### config.mk
export PLATFORM = sky130hd
export DESIGN_NAME = cdr_loop_filter
export DESIGN_NICKNAME = d
export VERILOG_FILES = /design/src/rtl/cdr_pkg.sv /design/src/rtl/cdr_lock_det.sv /design/src/rtl/cdr_loop_filter.sv
export SDC_FILE = /design/constraint.sdc
export NUM_CORES = 1
export LEC_CHECK = 0
export CAP_MARGIN = 20
export CORE_UTILIZATION = 55
export DETAILED_ROUTE_END_ITERATION = 6
export PLACE_DENSITY = 0.78
export SYNTH_ARGS = -nofsm -noshare
export SYNTH_HDL_FRONTEND = slang
export SYNTH_SLANG_ARGS = --single-unit
export TNS_END_PERCENT = 5
### constraint.sdc
create_clock -name clk -period 6.7 [get_ports clk]
set_clock_uncertainty 0.15 [all_clocks]
set_input_delay 1.675 -clock clk [delete_from_list [all_inputs] [get_ports clk]]
set_output_delay 1.675 -clock clk [all_outputs]
set_load 0.01 [all_outputs]
### src/rtl/cdr_pkg.sv
// Shared definitions for the CDR loop filter.
//   PD_W  : phase-detector output width, shared with the MMPD.
//   sum_w : block-sum width for a given decimation factor. It is wide
//           enough that the sum cannot overflow.
//   sat_s : saturates a wide signed value to a w-bit signed range.
package cdr_pkg;

    localparam int PD_W = 16;

    function automatic int sum_w(input int decim);
        return PD_W + $clog2(decim);
    endfunction

    function automatic logic signed [63:0] sat_s(input logic signed [63:0] v, input int w);
        logic signed [63:0] hi;
        logic signed [63:0] lo;
        hi = (64'sd1 <<< (w - 1)) - 64'sd1;
        lo = -(64'sd1 <<< (w - 1));
        if (v > hi)
            return hi;
        else if (v < lo)
            return lo;
        else
            return v;
    endfunction

endpackage

### src/rtl/cdr_lock_det.sv
// Lock detector for the CDR loop filter.
// A block is "quiet" when |blk| < LOCK_THRESH. The detector declares lock
// after LOCK_CNT consecutive quiet blocks, and drops lock on the first
// noisy block. The detector is only evaluated on blk_v cycles.
//   clk, rst : clock, synchronous active-high reset
//   blk      : signed block sum (SUM_W bits)
//   blk_v    : blk is valid this cycle
//   locked   : registered lock indicator
module cdr_lock_det
    import cdr_pkg::*;
#(
    parameter int SUM_W       = 19,
    parameter int LOCK_THRESH = 256,
    parameter int LOCK_CNT    = 16
) (
    input  logic                    clk,
    input  logic                    rst,
    input  logic signed [SUM_W-1:0] blk,
    input  logic                    blk_v,
    output logic                    locked
);

    localparam int LC_W = $clog2(LOCK_CNT + 1);

    logic [LC_W-1:0]         lcnt;
    logic [LC_W-1:0]         lcnt_n;
    logic signed [SUM_W:0]   blk_x;
    logic [SUM_W:0]          mag;
    logic                    quiet;

    // One extra bit so negating the most negative block sum is exact.
    always_comb begin
        blk_x  = (SUM_W+1)'(blk);
        mag    = blk_x[SUM_W] ? $unsigned(-blk_x) : $unsigned(blk_x);
        quiet  = (mag < $unsigned((SUM_W+1)'(LOCK_THRESH)));
        lcnt_n = '0;
        if (quiet)
            lcnt_n = (lcnt == LC_W'(LOCK_CNT)) ? lcnt : lcnt + 1'b1;
    end

    always_ff @(posedge clk) begin
        if (rst) begin
            lcnt   <= '0;
            locked <= 1'b0;
        end else if (blk_v) begin
            lcnt   <= lcnt_n;
            locked <= (lcnt_n == LC_W'(LOCK_CNT));
        end
    end

endmodule

### src/rtl/cdr_loop_filter.sv
// Second-order CDR loop filter placed after the MMPD phase detector.
// The block decimates pd_err by summing DECIM accepted samples. It then
// applies a proportional path and a saturating integral path to each block
// sum, and adds the result into a wrapping phase accumulator. The top
// CODE_W bits of the accumulator form the phase-interpolator code.
//   clk, rst  : clock, synchronous active-high reset
//   pd_valid  : pd_err is valid this cycle
//   pd_err    : signed phase error f_n
//   freeze    : holds the integrator; sampled only in the update cycle
//   pi_code   : phase_acc[PH_W-1 -: CODE_W]
//   pi_valid  : one-cycle pulse after each update
//   int_out   : integrator value (frequency-offset estimate)
//   locked    : lock indicator
module cdr_loop_filter
    import cdr_pkg::*;
#(
    parameter int DECIM       = 8,
    parameter int KP_SHIFT    = 4,
    parameter int KI_SHIFT    = 10,
    parameter int INT_W       = 24,
    parameter int PH_W        = 16,
    parameter int CODE_W      = 7,
    parameter int LOCK_THRESH = 256,
    parameter int LOCK_CNT    = 16
) (
    input  logic                    clk,
    input  logic                    rst,
    input  logic                    pd_valid,
    input  logic signed [PD_W-1:0]  pd_err,
    input  logic                    freeze,
    output logic [CODE_W-1:0]       pi_code,
    output logic                    pi_valid,
    output logic signed [INT_W-1:0] int_out,
    output logic                    locked
);

    localparam int SUM_W = sum_w(DECIM);
    localparam int CNT_W = $clog2(DECIM);

    logic [CNT_W-1:0]         cnt;
    logic signed [SUM_W-1:0]  sum;
    logic signed [SUM_W-1:0]  sum_nxt;
    logic signed [SUM_W-1:0]  blk;
    logic                     blk_v;
    logic signed [INT_W-1:0]  int_q;
    logic [PH_W-1:0]          phase_acc;

    // The update math is carried out at 64 bits. That is wider than any
    // legal SUM_W+1 or INT_W+1, so nothing wraps until the final truncation
    // into the phase accumulator.
    logic signed [63:0] blk_w;
    logic signed [63:0] int_w;
    logic signed [63:0] int_n;
    logic signed [63:0] step;

    always_comb begin
        sum_nxt = sum + SUM_W'(pd_err);
        blk_w   = 64'(blk);
        int_w   = 64'(int_q);
        int_n   = freeze ? int_w : sat_s(int_w + (blk_w >>> KI_SHIFT), INT_W);
        step    = (blk_w >>> KP_SHIFT) + (int_n >>> (INT_W - 16));
    end

    always_ff @(posedge clk) begin
        if (rst) begin
            cnt       <= '0;
            sum       <= '0;
            blk       <= '0;
            blk_v     <= 1'b0;
            int_q     <= '0;
            phase_acc <= '0;
            pi_valid  <= 1'b0;
        end else begin
            // A block can never complete while blk_v is still high, because
            // DECIM >= 2. So the decimator and the update stage never compete.
            blk_v <= 1'b0;
            if (pd_valid) begin
                if (cnt == CNT_W'(DECIM - 1)) begin
                    blk   <= sum_nxt;
                    blk_v <= 1'b1;
                    sum   <= '0;
                    cnt   <= '0;
                end else begin
                    sum <= sum_nxt;
                    cnt <= cnt + 1'b1;
                end
            end
            if (blk_v) begin
                int_q     <= INT_W'(int_n);
                phase_acc <= phase_acc + PH_W'(step);
            end
            pi_valid <= blk_v;
        end
    end

    cdr_lock_det #(
        .SUM_W       (SUM_W),
        .LOCK_THRESH (LOCK_THRESH),
        .LOCK_CNT    (LOCK_CNT)
    ) u_lock (
        .clk    (clk),
        .rst    (rst),
        .blk    (blk),
        .blk_v  (blk_v),
        .locked (locked)
    );

    assign pi_code = phase_acc[PH_W-1 -: CODE_W];
    assign int_out = int_q;

endmodule

==> impl_metrics.json <==
{
  "cp.depth": 24,
  "synthArstFlopShare_pct": 0,
  "grt_max_degree": 62,
  "peakVddDrop_mv": 0.177,
  "postSynthAreaPerCell_um2": 8.16,
  "clock_sinks": 89,
  "startpoint": "blk[10]",
  "ys.flop_type": "dfxtp_1",
  "coreArea_um2": 12200,
  "cp_top_family": "compound AO/OA/AOI/OAI gates",
  "synth_compound_area_share_pct": 22.3,
  "grt.total_usage_pct": 26.9,
  "path_clk_slew_ns": 0.07,
  "final.min_clock_period_ns": 6.16,
  "setup_viol": 0,
  "final_common_cell": "nor2_1",
  "r2r_slack_ns": 0.54,
  "cts-root-buf": "clkbuf_16",
  "synthMuxAreaShare_pct": 3.66,
  "grt_overflow_total": 0,
  "fmaxAchievable_mhz": 162,
  "nNetsFinal": 989,
  "worst-path-buf-inv": 2,
  "cts.path.max_buffers": 2,
  "rsz0062_at_grt": "false",
  "power.switching_w": 0.000357,
  "syn_nets": 953,
  "drive_gt1_share_pct": 6.47,
  "cts_setup_buffers": 0,
  "drcViolationCount": 0,
  "tightest_slew_ns": 0.854,
  "synthXorXnorAreaFrac_pct": 7.19,
  "ys_ff_latch": 89,
  "synth_adder_area_share_pct": 17.3,
  "final_cell_area_um2": 7920,
  "die_h_um": 115,
  "yosysUniqueCellTypes": 76,
  "antenna_found_initial": 0,
  "path_class": "reg -> reg",
  "relSlewSlack_pct": 42.9,
  "diodes": 0,
  "synth_top_family_by_area": "compound AO/OA/AOI/OAI gates",
  "grt_pass1_vias": 5682,
  "rr_worst_depth": 24,
  "fin_crit_sh_pct": 91.9,
  "max_stage_delay_ns": 0.43,
  "cp_max_fo": 5,
  "share_seq_of_total_power_pct": 43.1,
  "crit_path_start_kind": "register",
  "p_int_w": 0.000934,
  "finalSetupTns_ns": 0,
  "cts_made_buffers": 9,
  "p_leak_nw": 3.36,
  "drt_iter0_drc": 426,
  "p_clk_share_pct": 40.4,
  "end_kind": "register",
  "antenna_left": 0,
  "rows": 40,
  "yosysWarnings": 0,
  "ys_seq_area_share_pct": 25.5,
  "yosys.area_share.simple_pct": 19.2,
  "die_area_um2": 13100,
  "p_per_area_nw_per_um2": 163,
  "finalWirelength_mm": 16.7,
  "final_util_pct": 64.9,
  "dr_total_vias": 6218,
  "portBuffers": 52,
  "cp.required_ns": 6.82,
  "r2r-end": "phase_acc[15]",
  "hold_path_class": "reg -> reg",
  "cts_tree": "done",
  "pwr-share-comb_pct": 16.5,
  "avgViaCountPerCell": 5.84,
  "hold_viol": 0,
  "wl_per_cell_um": 15.7,
  "critical-path-slowest-cell": "dfxtp_1",
  "holdWs_ns": 0.310,
  "netlist_area_um2": 6980,
  "final_cell_mix": "nor2_1, dfxtp_1, a21oi_1",
  "die_x_um": 115,
  "placed_cell_area_um2": 7610,
  "gp_congestion": 0.931,
  "maxCapViolations": 0,
  "p_sw_share_pct": 27.7,
  "synth-edff-count": 0,
  "grt_pass1_wl_mm": 27.7,
  "start_util_pct": 57.2,
  "crit_arrival_ns": 6.27,
  "drv_slew": 0,
  "dr.pass1.iters": 5,
  "htree_levels": 3,
  "hpwl_mm": 12.8,
  "clk_latency_ns": 0.35,
  "cp-endpoint": "phase_acc[15]",
  "cp_cell_sequence": "ha_1, inv_1, fa_1, nor2b_1, o31ai_2, a21oi_2, a221oi_2, o31ai_4, a41oi_2, or2_1, maj3_1, mux2_2, fa_1, inv_1, ha_1, nor2b_1, o31ai_2, a21oi_1, o2111ai_1, nand3_1, a31o_2, a21oi_1, xnor3_1, a211oi_1",
  "synth_cells": 855,
  "rr_startpoint": "blk[10]",
  "num_io_pins": 53,
  "area_growth_pct": 13.5,
  "outcome": "complete, no violations"
}
## through the flow
step                setup slack [ns]  total power, W  instances
global placement               0.758        0.000775       1048
finish                         0.543         0.00129       1064
detailed placement             0.485        0.000779       1048
global route                  0.0624         0.00136       1064
CTS                            0.457         0.00130       1064
floorplan                      0.846        0.000730        855
## worst min-delay path by stage
stage / endpoint / depth (start not counted) / start / slack (ns)
after floorplan: blk[3] / 2 / blk[3] / 0.29
after global placement: blk[3] / 2 / blk[3] / 0.29
after detailed placement: blk[0] / 2 / blk[0] / 0.30
after CTS: blk[3] / 2 / blk[3] / 0.31
after global routing: blk[3] / 2 / blk[3] / 0.32
final: blk[3] / 2 / blk[3] / 0.31
## power by group through the flow
stage / registers (W) / logic, W / clock network (W)
finish: 0.000556 / 0.000213 / 0.000522
global route: 0.000558 / 0.000239 / 0.000559
CTS: 0.000556 / 0.000213 / 0.000535
detailed placement: 0.000568 / 0.000211 / 0
global placement: 0.000568 / 0.000208 / 0
floorplan: 0.000565 / 0.000164 / 0
## registers in the layout (all words and copies together) (netlist names)
signal,count
u_lock.locked,1
sum,19
blk,19
blk_v,1
cnt,3
pi_valid,1
int_out,24
u_lock.lcnt,5
phase_acc,16
## cells in the mapped netlist, drive strengths merged, types with 4 or more instances
cell / instances / area, um^2
a2111o: 4 / 45.0
a211oi: 23 / 198
a21o: 25 / 189
a21oi: 76 / 384
a31oi: 9 / 56.3
and3: 9 / 56.3
buf: 15 / 92.6
clkbuf: 24 / 90.1
dfxtp: 89 / 1780
fa: 18 / 360
ha: 60 / 751
inv: 40 / 150
maj3: 9 / 96.3
mux2: 4 / 45.0
mux2i: 21 / 210
nand2: 70 / 263
nand2b: 19 / 119
nand3: 14 / 70.1
nand3b: 6 / 45.0
nand4: 4 / 25.0
nor2: 118 / 443
nor2b: 17 / 106
nor3: 15 / 80.1
nor4: 4 / 31.3
o21a: 7 / 52.6
o21ai: 43 / 215
o21bai: 4 / 30.0
o31ai: 9 / 100
xnor2: 30 / 270
xor2: 23 / 209
## worst min-delay path: stages, from the launching register on
cell     delay [ns]
dfxtp_1        0.31
nand2_1        0.05
a21oi_1        0.05
## logic make-up (layout without fill, tap and decap cells)
kind of cell / Yosys count / in the layout
AND/OR/NAND/NOR: 289 / 289
AO/OA/AOI/OAI: 231 / 231
flip-flops: 89 / 89
adder cells (fa/ha/maj): 87 / 87
buffers and inverters: 80 / 121
XOR/XNOR: 54 / 54
multiplexers: 25 / 25
## timing repair
action                                  in CTS  in global routing
hold buffers                                 0                  0
resized for setup                            0                  1
endpoints found under the setup margin       0                  1
## final cells by class
type / instances / area, um^2
Multi-Input combinational cell: 686 / 4870
Fill cell: 1058 / 4290
Sequential cell: 89 / 1780
Timing Repair Buffer: 64 / 606
Clock buffer: 9 / 225
Tap cell: 168 / 210
Inverter: 41 / 154
Clock inverter: 7 / 78.8
## per-layer routing
layer / GRT usage [%] / routed length, um / vias up
li1: - / - / 3112
met1: 36.1 / 7890 / 2903
met2: 43.3 / 7600 / 173
met3: 5.77 / 899 / 30
met4: 7.79 / 288 / 0
met5: 0 / 0 / -
Note: power is estimated with default switching activity, not from simulation.
==> RTL change: new RTL, same flow settings <==
Put a register stage on the output `locked`, without a reset. The value now appears one clock later. The other outputs are not delayed to match. Comments in the files are not updated.
--- a/src/rtl/cdr_loop_filter.sv
+++ b/src/rtl/cdr_loop_filter.sv
@@ -36,6 +36,8 @@
 
     localparam int SUM_W = sum_w(DECIM);
     localparam int CNT_W = $clog2(DECIM);
+
+    logic locked_d;
 
     logic [CNT_W-1:0]         cnt;
     logic signed [SUM_W-1:0]  sum;
@@ -102,11 +104,15 @@
         .rst    (rst),
         .blk    (blk),
         .blk_v  (blk_v),
-        .locked (locked)
+        .locked (locked_d)
     );
 
     assign pi_code = phase_acc[PH_W-1 -: CODE_W];
     assign int_out = int_q;
 
+    always_ff @(posedge clk) begin
+        locked <= locked_d;
+    end
+
 endmodule
 
Check against the original RTL: same outputs for any inputs over 4 cycles, from zero or initial values and one cycle with rst high; that may be too few to reach the edited logic, so the function may still have changed.
==> RTL change against the unedited design <==
Sequential cell count increased by 1; final cell count decreased by 0.19%; first-iteration DRC count increased by 0.23%; cell area decreased by 0.22%; synthesized cell count increased by 0.12%; area after synthesis increased by 0.29%; worst setup slack got worse by 0.0093 ns; total power decreased by 0.40%; routed wire length increased by 0.37%.
==> RTL change: results (changes against the unedited design) <==
Root Buffer=clkbuf_16 (unchanged); DR iter-0 viols=427 (was 426); max-slew violations=0 (unchanged); antenna diode count=0 (unchanged); total of warnings raised by yosys=0 (unchanged); sequential fraction of the synthesis area=25.74% (was 25.53%); first-pass GRT wire length=28.21 mm (was 27.72 mm); library cells used by synthesis=76 (unchanged); vias in the first global route=5774 (was 5682); top routing layer in use=met4 (unchanged); Hold EP=locked$_DFF_P_ (was blk[3]$_SDFFE_PP0P_); Inst Count DP=1046 (was 1048); delay-heaviest family, CP=compound AO/OA/AOI/OAI gates (unchanged); largest net degree at the start of global routing=64 (was 62); DRT Pass-1 Iters=5 (unchanged); Worst IR Drop VDD=150.0 uV (was 176.7 uV); Synth area leaders=dfxtp_1 (26%), ha_1 (11%), nor2_1 (6.3%) (unchanged); gpl congestion=0.9287 (was 0.9312); clock buffer depth=2 (unchanged); met3 routed WL=692 um (was 899 um); CP max stage cell=dfxtp_1 (unchanged); max reg flops=24 (unchanged); status=complete, no violations (unchanged); Metal-1 WL=8.223 mm (was 7.894 mm); clk_lat worst skew=0.36 ns; Met2 Wirelength=7.505 mm (was 7.598 mm); Commonest cells post-synth=nor2_1 (118), dfxtp_1 (90), a21oi_1 (75), nand2_1 (70), ha_1 (60) (was nor2_1 (118), dfxtp_1 (89), a21oi_1 (75), nand2_1 (70), ha_1 (60)); WHS=0.2156 ns (was 0.3104 ns); Post-synth ARST share=0% (unchanged); Worst Hold Class=reg2reg (unchanged); CTS Buf Count=9 (unchanged); reg2reg end=phase_acc[15]$_SDFFE_PP0P_ (unchanged); crit-path max FO=5 (unchanged); LEAKAGE=3.361 nW (was 3.362 nW); WHS Path Cells=0 (was 2); initial antenna violation count=0 (unchanged); Slew headroom=44.57% (was 42.92%); Routed WL per cell=15.77 um (was 15.68 um); Switching Share=28.74% (was 27.66%); reg2reg start=blk[10]$_SDFFE_PP0P_ (unchanged); critical path arrival=6.28 ns (was 6.27 ns); All-Layer GR Usage=27.35% (was 26.86%); Buffers on Ports=52 (unchanged); Syn Nets=954 (was 953); routed via count=6093 (was 6218); cell count after synthesis=856 (was 855); final HPWL from detailed placement=12.56 mm (was 12.83 mm); layout cells sized above 1=6.152% (was 6.473%); Layout Cells excl Fill=1062 (was 1064); nets=987 (was 989); worst hold path startpoint=u_lock.locked$_SDFFE_PP0P_ (was blk[3]$_SDFFE_PP0P_)
==> RTL change: cell count changes in the layout (fill, tap and decap cells not counted) <==
cell        delta
dfxtp_2        +1
inv_6          +3
clkinvlp_4     -1
bufinv_16      -1
clkbuf_8       +1
o31ai_1        +1
clkinv_4       -1
o31ai_2        -1
buf_4          -3
clkinv_2       -1
==> RTL change: cells by family after synthesis <==
logic type | Yosys count | share of synthesized area [%]
xor gates and xnor gates | 54 | 7.168
AOI/OAI and AO/OA | 231 | 22.24
adders and majority gates | 87 | 17.25
DFF | 90 | 25.74
muxes | 25 | 3.647
buffers and inverters | 80 | 4.809
and+or+nand+nor | 289 | 19.15
==> RTL change: power by group through the flow <==
stage / registers [mW] / logic (mW) / clock network [mW]
floorplan: 0.572 / 0.164 / 0
global placement: 0.574 / 0.207 / 0
detailed placement: 0.574 / 0.211 / 0
CTS: 0.562 / 0.213 / 0.518
global route: 0.565 / 0.243 / 0.540
finish: 0.562 / 0.215 / 0.509
==> RTL change: final cells by class <==
class | count | area [um2]
Sequential cell | 90 | 1803
Tap cell | 168 | 210.2
Clock buffer | 10 | 239.0
Fill cell | 1106 | 4308
Timing Repair Buffer | 61 | 583.1
Multi-Input combinational cell | 686 | 4861
Clock inverter | 6 | 53.80
Inverter | 41 | 153.9
==> RTL change: worst max path at each step <==
stage	from	to	slack (ns)	cells after the start
4_1_cts	blk[18]$_SDFFE_PP0P_	phase_acc[15]$_SDFFE_PP0P_	0.48	24
2_1_floorplan	blk[18]$_SDFFE_PP0P_	phase_acc[15]$_SDFFE_PP0P_	0.85	22
3_3_place_gp	blk[18]$_SDFFE_PP0P_	phase_acc[15]$_SDFFE_PP0P_	0.66	23
6_report	blk[10]$_SDFFE_PP0P_	phase_acc[15]$_SDFFE_PP0P_	0.53	24
5_1_grt	blk[10]$_SDFFE_PP0P_	phase_acc[15]$_SDFFE_PP0P_	0.08	24
3_5_place_dp	blk[18]$_SDFFE_PP0P_	phase_acc[15]$_SDFFE_PP0P_	0.54	23
==> RTL change: per-stage QoR <==
stage / utilization [%] / setup slack [ns] / area (um2)
2_1_floorplan: - / 0.8460 / 6999
3_3_place_gp: 62.32 / 0.6634 / 7610
3_5_place_dp: 62.32 / 0.5389 / 7610
4_1_cts: 64.71 / 0.4791 / 7903
5_1_grt: 64.72 / 0.08300 / 7904
6_report: 64.72 / 0.5335 / 7904
==> RTL change: metal layers <==
layer / global-route usage, % / vias up
li1: - / 3089
met1: 38.25 / 2839
met2: 43.27 / 143
met3: 3.690 / 22
met4: 9.957 / 0
met5: 0 / -
==> RTL change: repair_timing <==
action                     CTS  global route
gates resized for setup      0             1
setup endpoints to repair    0             1
buffers inserted             0             0
